**config.mk**
```make
export PLATFORM = sky130hd
export DESIGN_NAME = boot_ctrl_flat
export DESIGN_NICKNAME = d
export VERILOG_FILES = /design/src/rtl/boot_pkg.sv /design/src/rtl/boot_ctrl_if.sv /design/src/rtl/boot_ctrl_sat_counter.sv /design/src/rtl/boot_ctrl.sv /design/src/flat_wrapper.sv
export SDC_FILE = /design/constraint.sdc
export NUM_CORES = 1
export LEC_CHECK = 0
export CORE_ASPECT_RATIO = 2
export CORE_MARGIN = 2
export CORE_UTILIZATION = 59
export CTS_CLUSTER_SIZE = 24
export DETAILED_ROUTE_END_ITERATION = 8
export DONT_BUFFER_PORTS = 1
export MAX_ROUTING_LAYER = met4
export PLACE_DENSITY_LB_ADDON = 0.1
export SETUP_SLACK_MARGIN = 0.3
export SLEW_MARGIN = 15
export SYNTH_ARGS = -nofsm -noshare
export SYNTH_HDL_FRONTEND = slang
export SYNTH_SLANG_ARGS = --single-unit
```
**constraint.sdc**
```tcl
create_clock -name clk -period 4.65 [get_ports clk]
set_input_delay 0.93 -clock clk [delete_from_list [all_inputs] [get_ports clk]]
set_output_delay 0.93 -clock clk [all_outputs]
set_load 0.01 [all_outputs]
```
**src/rtl/boot_pkg.sv**
```systemverilog
// Shared types for the boot sequencer: loader mode, FSM state and error codes.
package boot_pkg;

    typedef enum logic [1:0] {
        STALL = 2'd0,
        LOAD  = 2'd1,
        EXEC  = 2'd2
    } mode_t;

    typedef enum logic [2:0] {
        IDLE   = 3'd0,
        CLEAR  = 3'd1,
        LOAD_S = 3'd2,
        RUN    = 3'd3,
        HALTED = 3'd4,
        ERROR  = 3'd5
    } state_t;

    typedef enum logic [1:0] {
        E_NONE    = 2'd0,
        E_FRAME   = 2'd1,
        E_TIMEOUT = 2'd2,
        E_OVF     = 2'd3
    } err_t;

    // Loader mode presented while sitting in a given state.
    function automatic mode_t state_mode(input state_t s);
        case (s)
            LOAD_S:  return LOAD;
            RUN:     return EXEC;
            default: return STALL;
        endcase
    endfunction

endpackage

```
**src/rtl/boot_ctrl_if.sv**
```systemverilog
// Handshake/status bundle between the host side and the boot sequencer.
interface boot_ctrl_if #(
    parameter int INST_SIZE = 10
);
    logic                 start;
    logic                 rx_ready;
    logic                 ferr;
    logic                 loader_done;
    logic                 cpu_halt;
    logic [1:0]           mode;
    logic                 loader_rstn;
    logic                 cpu_rstn;
    logic                 busy;
    logic                 err;
    logic [1:0]           err_code;
    logic [INST_SIZE:0]   byte_count;
    logic [31:0]          run_cycles;

    modport master (
        output start, rx_ready, ferr, loader_done, cpu_halt,
        input  mode, loader_rstn, cpu_rstn, busy, err, err_code, byte_count, run_cycles
    );

    modport slave (
        input  start, rx_ready, ferr, loader_done, cpu_halt,
        output mode, loader_rstn, cpu_rstn, busy, err, err_code, byte_count, run_cycles
    );
endinterface

```
**src/rtl/boot_ctrl_sat_counter.sv**
```systemverilog
// Up-counter with synchronous clear and enable that sticks at all-ones.
module sat_counter #(
    parameter int WIDTH = 8
) (
    input  logic             clk,
    input  logic             rstn,
    input  logic             clr,
    input  logic             en,
    output logic [WIDTH-1:0] count
);

    // Clear wins over enable; the count never wraps past all-ones.
    always_ff @(posedge clk or negedge rstn) begin
        if (!rstn) begin
            count <= '0;
        end else if (clr) begin
            count <= '0;
        end else if (en && (count != {WIDTH{1'b1}})) begin
            count <= count + WIDTH'(1);
        end
    end

endmodule

```
**src/rtl/boot_ctrl.sv**
```systemverilog
// Boot sequencer: clears the loader, streams the program in, then runs the CPU.
// All outputs are flops loaded from the next state on the same edge as the state.
//
//  state  | meaning
//  IDLE   | after reset, waiting for start
//  CLEAR  | loader held in reset for CLR_CYCLES cycles, counters cleared
//  LOAD_S | loader accepting UART bytes, watching for done/errors
//  RUN    | CPU released and executing
//  HALTED | CPU stopped at halt, state kept for inspection
//  ERROR  | load failed, err_code/byte_count held until start
module boot_ctrl
    import boot_pkg::*;
#(
    parameter int INST_SIZE      = 10,
    parameter int TIMEOUT_CYCLES = 10_000_000,
    parameter int CLR_CYCLES     = 2
) (
    input  logic      clk,
    input  logic      rstn,
    boot_ctrl_if.slave bus
);

    localparam int TW = $clog2(TIMEOUT_CYCLES) + 1;
    localparam int CW = $clog2(CLR_CYCLES) + 1;
    localparam logic [TW-1:0]      T_LAST = TW'(TIMEOUT_CYCLES - 1);
    localparam logic [CW-1:0]      C_LAST = CW'(CLR_CYCLES - 1);
    localparam logic [INST_SIZE:0] CAP    = {1'b1, {INST_SIZE{1'b0}}};

    state_t              state;
    state_t              next_state;
    err_t                err_cause;
    logic [CW-1:0]       clr_cnt;
    logic [TW-1:0]       idle_cnt;
    logic [INST_SIZE:0]  byte_cnt;
    logic [31:0]         run_cnt;

    mode_t               mode_q;
    mode_t               mode_d;
    logic                loader_rstn_q;
    logic                loader_rstn_d;
    logic                cpu_rstn_q;
    logic                cpu_rstn_d;
    logic                busy_q;
    logic                busy_d;
    logic                err_q;
    logic                err_d;
    err_t                err_code_q;
    err_t                err_code_d;

    logic                cnt_clr;
    logic                byte_en;
    logic                idle_clr;
    logic                idle_en;
    logic                run_en;

    // State, output flops and the CLEAR hold down-counter.
    always_ff @(posedge clk or negedge rstn) begin
        if (!rstn) begin
            state         <= IDLE;
            clr_cnt       <= '0;
            mode_q        <= STALL;
            loader_rstn_q <= 1'b0;
            cpu_rstn_q    <= 1'b0;
            busy_q        <= 1'b0;
            err_q         <= 1'b0;
            err_code_q    <= E_NONE;
        end else begin
            state         <= next_state;
            mode_q        <= mode_d;
            loader_rstn_q <= loader_rstn_d;
            cpu_rstn_q    <= cpu_rstn_d;
            busy_q        <= busy_d;
            err_q         <= err_d;
            err_code_q    <= err_code_d;
            if (next_state == CLEAR && state != CLEAR) begin
                clr_cnt <= C_LAST;
            end else if (state == CLEAR && clr_cnt != '0) begin
                clr_cnt <= clr_cnt - CW'(1);
            end
        end
    end

    // Transition logic; in LOAD, done beats frame error beats overflow beats timeout.
    always_comb begin
        next_state = state;
        err_cause  = E_NONE;
        unique case (state)
            IDLE: begin
                if (bus.start) next_state = CLEAR;
            end
            CLEAR: begin
                if (clr_cnt == '0) next_state = LOAD_S;
            end
            LOAD_S: begin
                if (bus.loader_done) begin
                    next_state = RUN;
                end else if (bus.rx_ready && bus.ferr) begin
                    next_state = ERROR;
                    err_cause  = E_FRAME;
                end else if (byte_cnt == CAP) begin
                    next_state = ERROR;
                    err_cause  = E_OVF;
                end else if (byte_cnt != '0 && idle_cnt == T_LAST) begin
                    next_state = ERROR;
                    err_cause  = E_TIMEOUT;
                end
            end
            RUN: begin
                if (bus.cpu_halt)   next_state = HALTED;
                else if (bus.start) next_state = CLEAR;
            end
            HALTED, ERROR: begin
                if (bus.start) next_state = CLEAR;
            end
            default: next_state = IDLE;
        endcase
    end

    // Next output values, derived from the state being entered.
    always_comb begin
        mode_d        = state_mode(next_state);
        loader_rstn_d = 1'b1;
        cpu_rstn_d    = 1'b0;
        busy_d        = 1'b0;
        err_d         = 1'b0;
        err_code_d    = err_code_q;
        unique case (next_state)
            IDLE:    loader_rstn_d = 1'b0;
            CLEAR: begin
                loader_rstn_d = 1'b0;
                busy_d        = 1'b1;
                err_code_d    = E_NONE;
            end
            LOAD_S:  busy_d     = 1'b1;
            RUN:     cpu_rstn_d = 1'b1;
            HALTED:  cpu_rstn_d = 1'b1;
            ERROR: begin
                err_d = 1'b1;
                if (state != ERROR) err_code_d = err_cause;
            end
            default: loader_rstn_d = 1'b0;
        endcase
    end

    // Counter controls; byte_count is frozen once capacity is reached.
    always_comb begin
        cnt_clr  = (next_state == CLEAR);
        byte_en  = (state == LOAD_S) && bus.rx_ready && (byte_cnt != CAP);
        idle_clr = cnt_clr || ((state == LOAD_S) && bus.rx_ready);
        idle_en  = (state == LOAD_S);
        run_en   = (state == RUN);
    end

    sat_counter #(.WIDTH(TW)) u_idle_timer (
        .clk   (clk),
        .rstn  (rstn),
        .clr   (idle_clr),
        .en    (idle_en),
        .count (idle_cnt)
    );

    sat_counter #(.WIDTH(INST_SIZE + 1)) u_byte_count (
        .clk   (clk),
        .rstn  (rstn),
        .clr   (cnt_clr),
        .en    (byte_en),
        .count (byte_cnt)
    );

    sat_counter #(.WIDTH(32)) u_run_cycles (
        .clk   (clk),
        .rstn  (rstn),
        .clr   (cnt_clr),
        .en    (run_en),
        .count (run_cnt)
    );

    assign bus.mode        = mode_q;
    assign bus.loader_rstn = loader_rstn_q;
    assign bus.cpu_rstn    = cpu_rstn_q;
    assign bus.busy        = busy_q;
    assign bus.err         = err_q;
    assign bus.err_code    = err_code_q;
    assign bus.byte_count  = byte_cnt;
    assign bus.run_cycles  = run_cnt;

endmodule

```
**src/flat_wrapper.sv**
```systemverilog
// flat-port wrapper written by rule: the top's interface ports become plain ports
module boot_ctrl_flat import boot_pkg::*;
#(
    parameter int INST_SIZE      = 10,
    parameter int TIMEOUT_CYCLES = 10_000_000,
    parameter int CLR_CYCLES     = 2
)
  (clk, rstn, bus_start, bus_rx_ready, bus_ferr, bus_loader_done, bus_cpu_halt, bus_mode, bus_loader_rstn, bus_cpu_rstn, bus_busy, bus_err, bus_err_code, bus_byte_count, bus_run_cycles);
  boot_ctrl_if #(.INST_SIZE(INST_SIZE)) bus_i ();
  input  logic clk;
  input  logic rstn;
  input wire logic [$bits(bus_i.start)-1:0] bus_start;
  input wire logic [$bits(bus_i.rx_ready)-1:0] bus_rx_ready;
  input wire logic [$bits(bus_i.ferr)-1:0] bus_ferr;
  input wire logic [$bits(bus_i.loader_done)-1:0] bus_loader_done;
  input wire logic [$bits(bus_i.cpu_halt)-1:0] bus_cpu_halt;
  output wire logic [$bits(bus_i.mode)-1:0] bus_mode;
  output wire logic [$bits(bus_i.loader_rstn)-1:0] bus_loader_rstn;
  output wire logic [$bits(bus_i.cpu_rstn)-1:0] bus_cpu_rstn;
  output wire logic [$bits(bus_i.busy)-1:0] bus_busy;
  output wire logic [$bits(bus_i.err)-1:0] bus_err;
  output wire logic [$bits(bus_i.err_code)-1:0] bus_err_code;
  output wire logic [$bits(bus_i.byte_count)-1:0] bus_byte_count;
  output wire logic [$bits(bus_i.run_cycles)-1:0] bus_run_cycles;
  assign bus_i.start = bus_start;
  assign bus_i.rx_ready = bus_rx_ready;
  assign bus_i.ferr = bus_ferr;
  assign bus_i.loader_done = bus_loader_done;
  assign bus_i.cpu_halt = bus_cpu_halt;
  assign bus_mode = bus_i.mode;
  assign bus_loader_rstn = bus_i.loader_rstn;
  assign bus_cpu_rstn = bus_i.cpu_rstn;
  assign bus_busy = bus_i.busy;
  assign bus_err = bus_i.err;
  assign bus_err_code = bus_i.err_code;
  assign bus_byte_count = bus_i.byte_count;
  assign bus_run_cycles = bus_i.run_cycles;
  boot_ctrl #(.INST_SIZE(INST_SIZE), .TIMEOUT_CYCLES(TIMEOUT_CYCLES), .CLR_CYCLES(CLR_CYCLES)) u_core (.clk(clk), .rstn(rstn), .bus(bus_i));
endmodule
```
==> impl_metrics.yaml <==
timing:
  fin_tns_setup_ns: 0
  ratio_of_final_minimum_period_to_clock_period_pct: 66.4
  fmax_mhz: 324
  setup_viol_count_final: 0
  fin_crit_ns: 3.09
  slew_headroom_pct: 30.4
  slew_violations: 0
  hold_viol: 0
  worst_pin_slew_ns: 1.02
  clock_skew_ns: 0.00750
  rsz0062_at_grt: "no"
setup_path:
  worst-path-max-fanout: 46
  setup.worst_path.end_class: "flip-flop"
  data_required_time_of_the_worst_path_ns: 4.81
  worstSetupStartpointType: "flip-flop"
  path_class: "flip-flop to flip-flop"
  arrival_ns: 3.24
clock_tree:
  clock_tree_sinks: 81
  post-cts-setup-buffer-count: 0
  cts_resized: 0
  clk_pin_slew_ns: 0.06
  cts_hold_buf: 0
  worst_skew_pair.late_latency_ns: 0.33
  cts_inserted_buffers: 9
  cts_max_level: 3
  buffer_type_at_the_clock_tree_root: "sky130_fd_sc_hd__clkbuf_16"
  max-clock-path-buffers: 2
  tritoncts: "yes"
routing:
  routed_wl_um: 8730
  remaining_drc_errors: 0
  detail_route.wl_per_cell_um: 16.0
  via_count: 3253
  dr.first_iter.drc_count: 187
  drtAntennaViolNets: 0
  detailed_routing_iteration_count_for_the_pre_antenna_repair_pass: 4
  routed_vias_inst: 5.96
cells_and_area:
  num-fill-cells: 591
  drive_gt1_share_pct: 6.39
  area_growth_from_synthesis_to_layout_pct: 9.11
  final_antenna_diode_count: 0
  nNetsFinal: 461
placement:
  place.detailed.hpwl_um: 5990
  portBuffers: 0
  global_placement_routability_congestion: 0.784
yosys:
  seq_area_frac_synth_pct: 47.3
  synth_compound_area_share_pct: 6.65
  synth.cells.most_frequent: "sky130_fd_sc_hd__nor2_1 (82), sky130_fd_sc_hd__dfrtp_1 (81), sky130_fd_sc_hd__nand2_1 (40)"
  synthArstFlopShare_pct: 100
  post_synth.cell_area_avg_um2: 9.57
  synthesis.area_um2: 4290
  cell_count_after_synthesis: 448
  synth_largest_type_area_fraction_pct: 47.3
  synth_largest_area_cell: "sky130_fd_sc_hd__dfrtp_1"
  postSynth.topFlopCell: "sky130_fd_sc_hd__dfrtp_1"
  post_synth_and_or_nand_nor_area_fraction_pct: 29.0
  ys_top_cells_by_area: "sky130_fd_sc_hd__dfrtp_1 (47%), sky130_fd_sc_hd__xor2_1 (7.8%), sky130_fd_sc_hd__nor2_1 (7.2%)"
  post_synth_edffs: 0
  synth.mux.area_fraction_pct: 0.934
  netlist-cell-type-count: 58
  synth-warning-count: 0
  synth-xor-area-share_pct: 12.1
  dominant_combinational_cell_family_by_area_after_synthesis: "simple AND/OR/NAND/NOR gates"
  post-synth-top-count-cell: "sky130_fd_sc_hd__nor2_1"
  ys_seq_elements: 81
  syn_nets: 460
  post_synth_fa_ha_maj_area_fraction_pct: 1.46
power:
  power_density_nw_per_um2: 439
  vdd.ir_drop.worst_mv: 0.278
  post-layout-total-power_mw: 2.06
  leakagePower_nw: 2.01
grt:
  grt_pass1_wl_um: 15300
  globalRouteTotalUtil_pct: 24.6
  grt_max_degree: 82
  antenna_found_initial: 0
  grt_pass1_vias: 3232
  globalRouteOverflowTotal: 0
floorplanning:
  row_count: 44
  start_util_pct: 59.9
  floorplan.die_area_um2: 8000
  core_um2: 7160
  die_h_um: 125
  boundaryPins: 58
  die_x_um: 64.3
worst_hold_path:
  hp-class: "input port to async pin"
outcome:
  run_status: "finished, final reports clean"
flow_run:
  maxCapViolCount: 0
-- per-layer routing --
layer  share of wire, %  routed length [um]  GRT usage, %  vias up
met3                6.0                 524          7.86        8
met4                1.2                 103          9.64        0
li1                   -                   -             -     1542
met1                 44                3800          31.8     1617
met5                  0                   0             -        -
met2                 49                4300          36.1       86
-- where the power goes --
| group | total (mW) | leakage, nW | internal, mW | switching [mW] |
|---|---|---|---|---|
| Sequential | 0.818 | 1.12 | 0.755 | 0.0633 |
| Combinational | 0.434 | 0.722 | 0.125 | 0.308 |
| Clock | 0.803 | 0.172 | 0.536 | 0.267 |
| Total | 2.06 | 2.01 | 1.42 | 0.639 |
-- registers in the layout, summed over array words and instances (netlist names) --
name / count
u_core.u_run_cycles.count: 32
u_core.u_idle_timer.count: 25
u_core.u_byte_count.count: 11
u_core.state: 3
u_core.bus.err_code: 2
u_core.bus.mode: 2
u_core.clr_cnt: 2
u_core.bus.busy: 1
u_core.bus.cpu_rstn: 1
u_core.bus.err: 1
u_core.bus.loader_rstn: 1
-- through the flow --
stage | utilization, % | setup WS, ns | hold WS (ns) | instances | area, um2
floorplan | - | 2.34 | 0.464 | 448 | 4290
global placement | 60.5 | 1.63 | 0.474 | 530 | 4330
detailed placement | 60.5 | 1.56 | 0.498 | 530 | 4330
CTS | 65.3 | 1.55 | 0.279 | 546 | 4680
global route | 65.3 | 1.38 | 0.271 | 546 | 4680
finish | 65.3 | 1.56 | 0.290 | 546 | 4680
-- cell usage in the layout (no fill, tap or decap), types with 5 or more instances in the layout --
master / netlist / final
sky130_fd_sc_hd__and2_1: 6 / 6
sky130_fd_sc_hd__nor3_1: 15 / 15
sky130_fd_sc_hd__inv_1: 12 / 12
sky130_fd_sc_hd__nand3_1: 30 / 30
sky130_fd_sc_hd__a21oi_1: 6 / 6
sky130_fd_sc_hd__clkbuf_16: 0 / 9
sky130_fd_sc_hd__nor2_1: 82 / 82
sky130_fd_sc_hd__a31oi_1: 5 / 5
sky130_fd_sc_hd__nand4_1: 14 / 14
sky130_fd_sc_hd__ha_1: 5 / 5
sky130_fd_sc_hd__dfrtp_1: 81 / 81
sky130_fd_sc_hd__nand2_1: 40 / 40
sky130_fd_sc_hd__nor2b_1: 5 / 5
sky130_fd_sc_hd__and3_1: 11 / 11
sky130_fd_sc_hd__xor2_1: 38 / 38
sky130_fd_sc_hd__and4_1: 8 / 8
sky130_fd_sc_hd__xnor2_1: 21 / 21
-- area by class of cell --
class,instances,area (um2),area share (%)
inverters,12,45.0,0.963
well taps,92,115,2.46
clock inverters,6,105,2.25
clock buffers,10,239,5.11
multi-input cells,345,2150,45.9
flip-flops and latches,81,2030,43.3
-- kinds of logic (layout without fill, tap and decap cells) --
group | after synthesis | count (layout)
muxes | 4 | 4
AOI/OAI and AO/OA | 34 | 34
adders and majority gates | 5 | 5
DFF | 81 | 81
xor gates and xnor gates | 59 | 59
and+or+nand+nor | 243 | 243
buffers and inverters | 22 | 28
-- final timing paths --
kind                       cells after the start                       endpoint  slack [ns]                         start
min in group clk                               1              u_core.clr_cnt[0]        0.51             u_core.clr_cnt[0]
max reg2reg                                    8              u_core.clr_cnt[1]        1.56  u_core.u_byte_count.count[0]
min reg2reg                                    1              u_core.clr_cnt[0]        0.51             u_core.clr_cnt[0]
max                                            8              u_core.clr_cnt[1]        1.56  u_core.u_byte_count.count[0]
max in group asynchronous                      0  u_core.u_run_cycles.count[11]        4.25                          rstn
min                                            0  u_core.u_idle_timer.count[24]        0.29                          rstn
-- worst max-delay path, stage by stage (launching register included) --
cell and delay [ns]:
sky130_fd_sc_hd__dfrtp_1 0.48, sky130_fd_sc_hd__inv_1 0.10, sky130_fd_sc_hd__ha_1 0.14, sky130_fd_sc_hd__or3b_2 0.45
sky130_fd_sc_hd__or4_4 0.46, sky130_fd_sc_hd__nand3_2 0.13, sky130_fd_sc_hd__o211ai_4 0.13, sky130_fd_sc_hd__nor2_4 0.79
sky130_fd_sc_hd__o32ai_1 0.21
No activity file was read; power rests on OpenSTA's default activity.
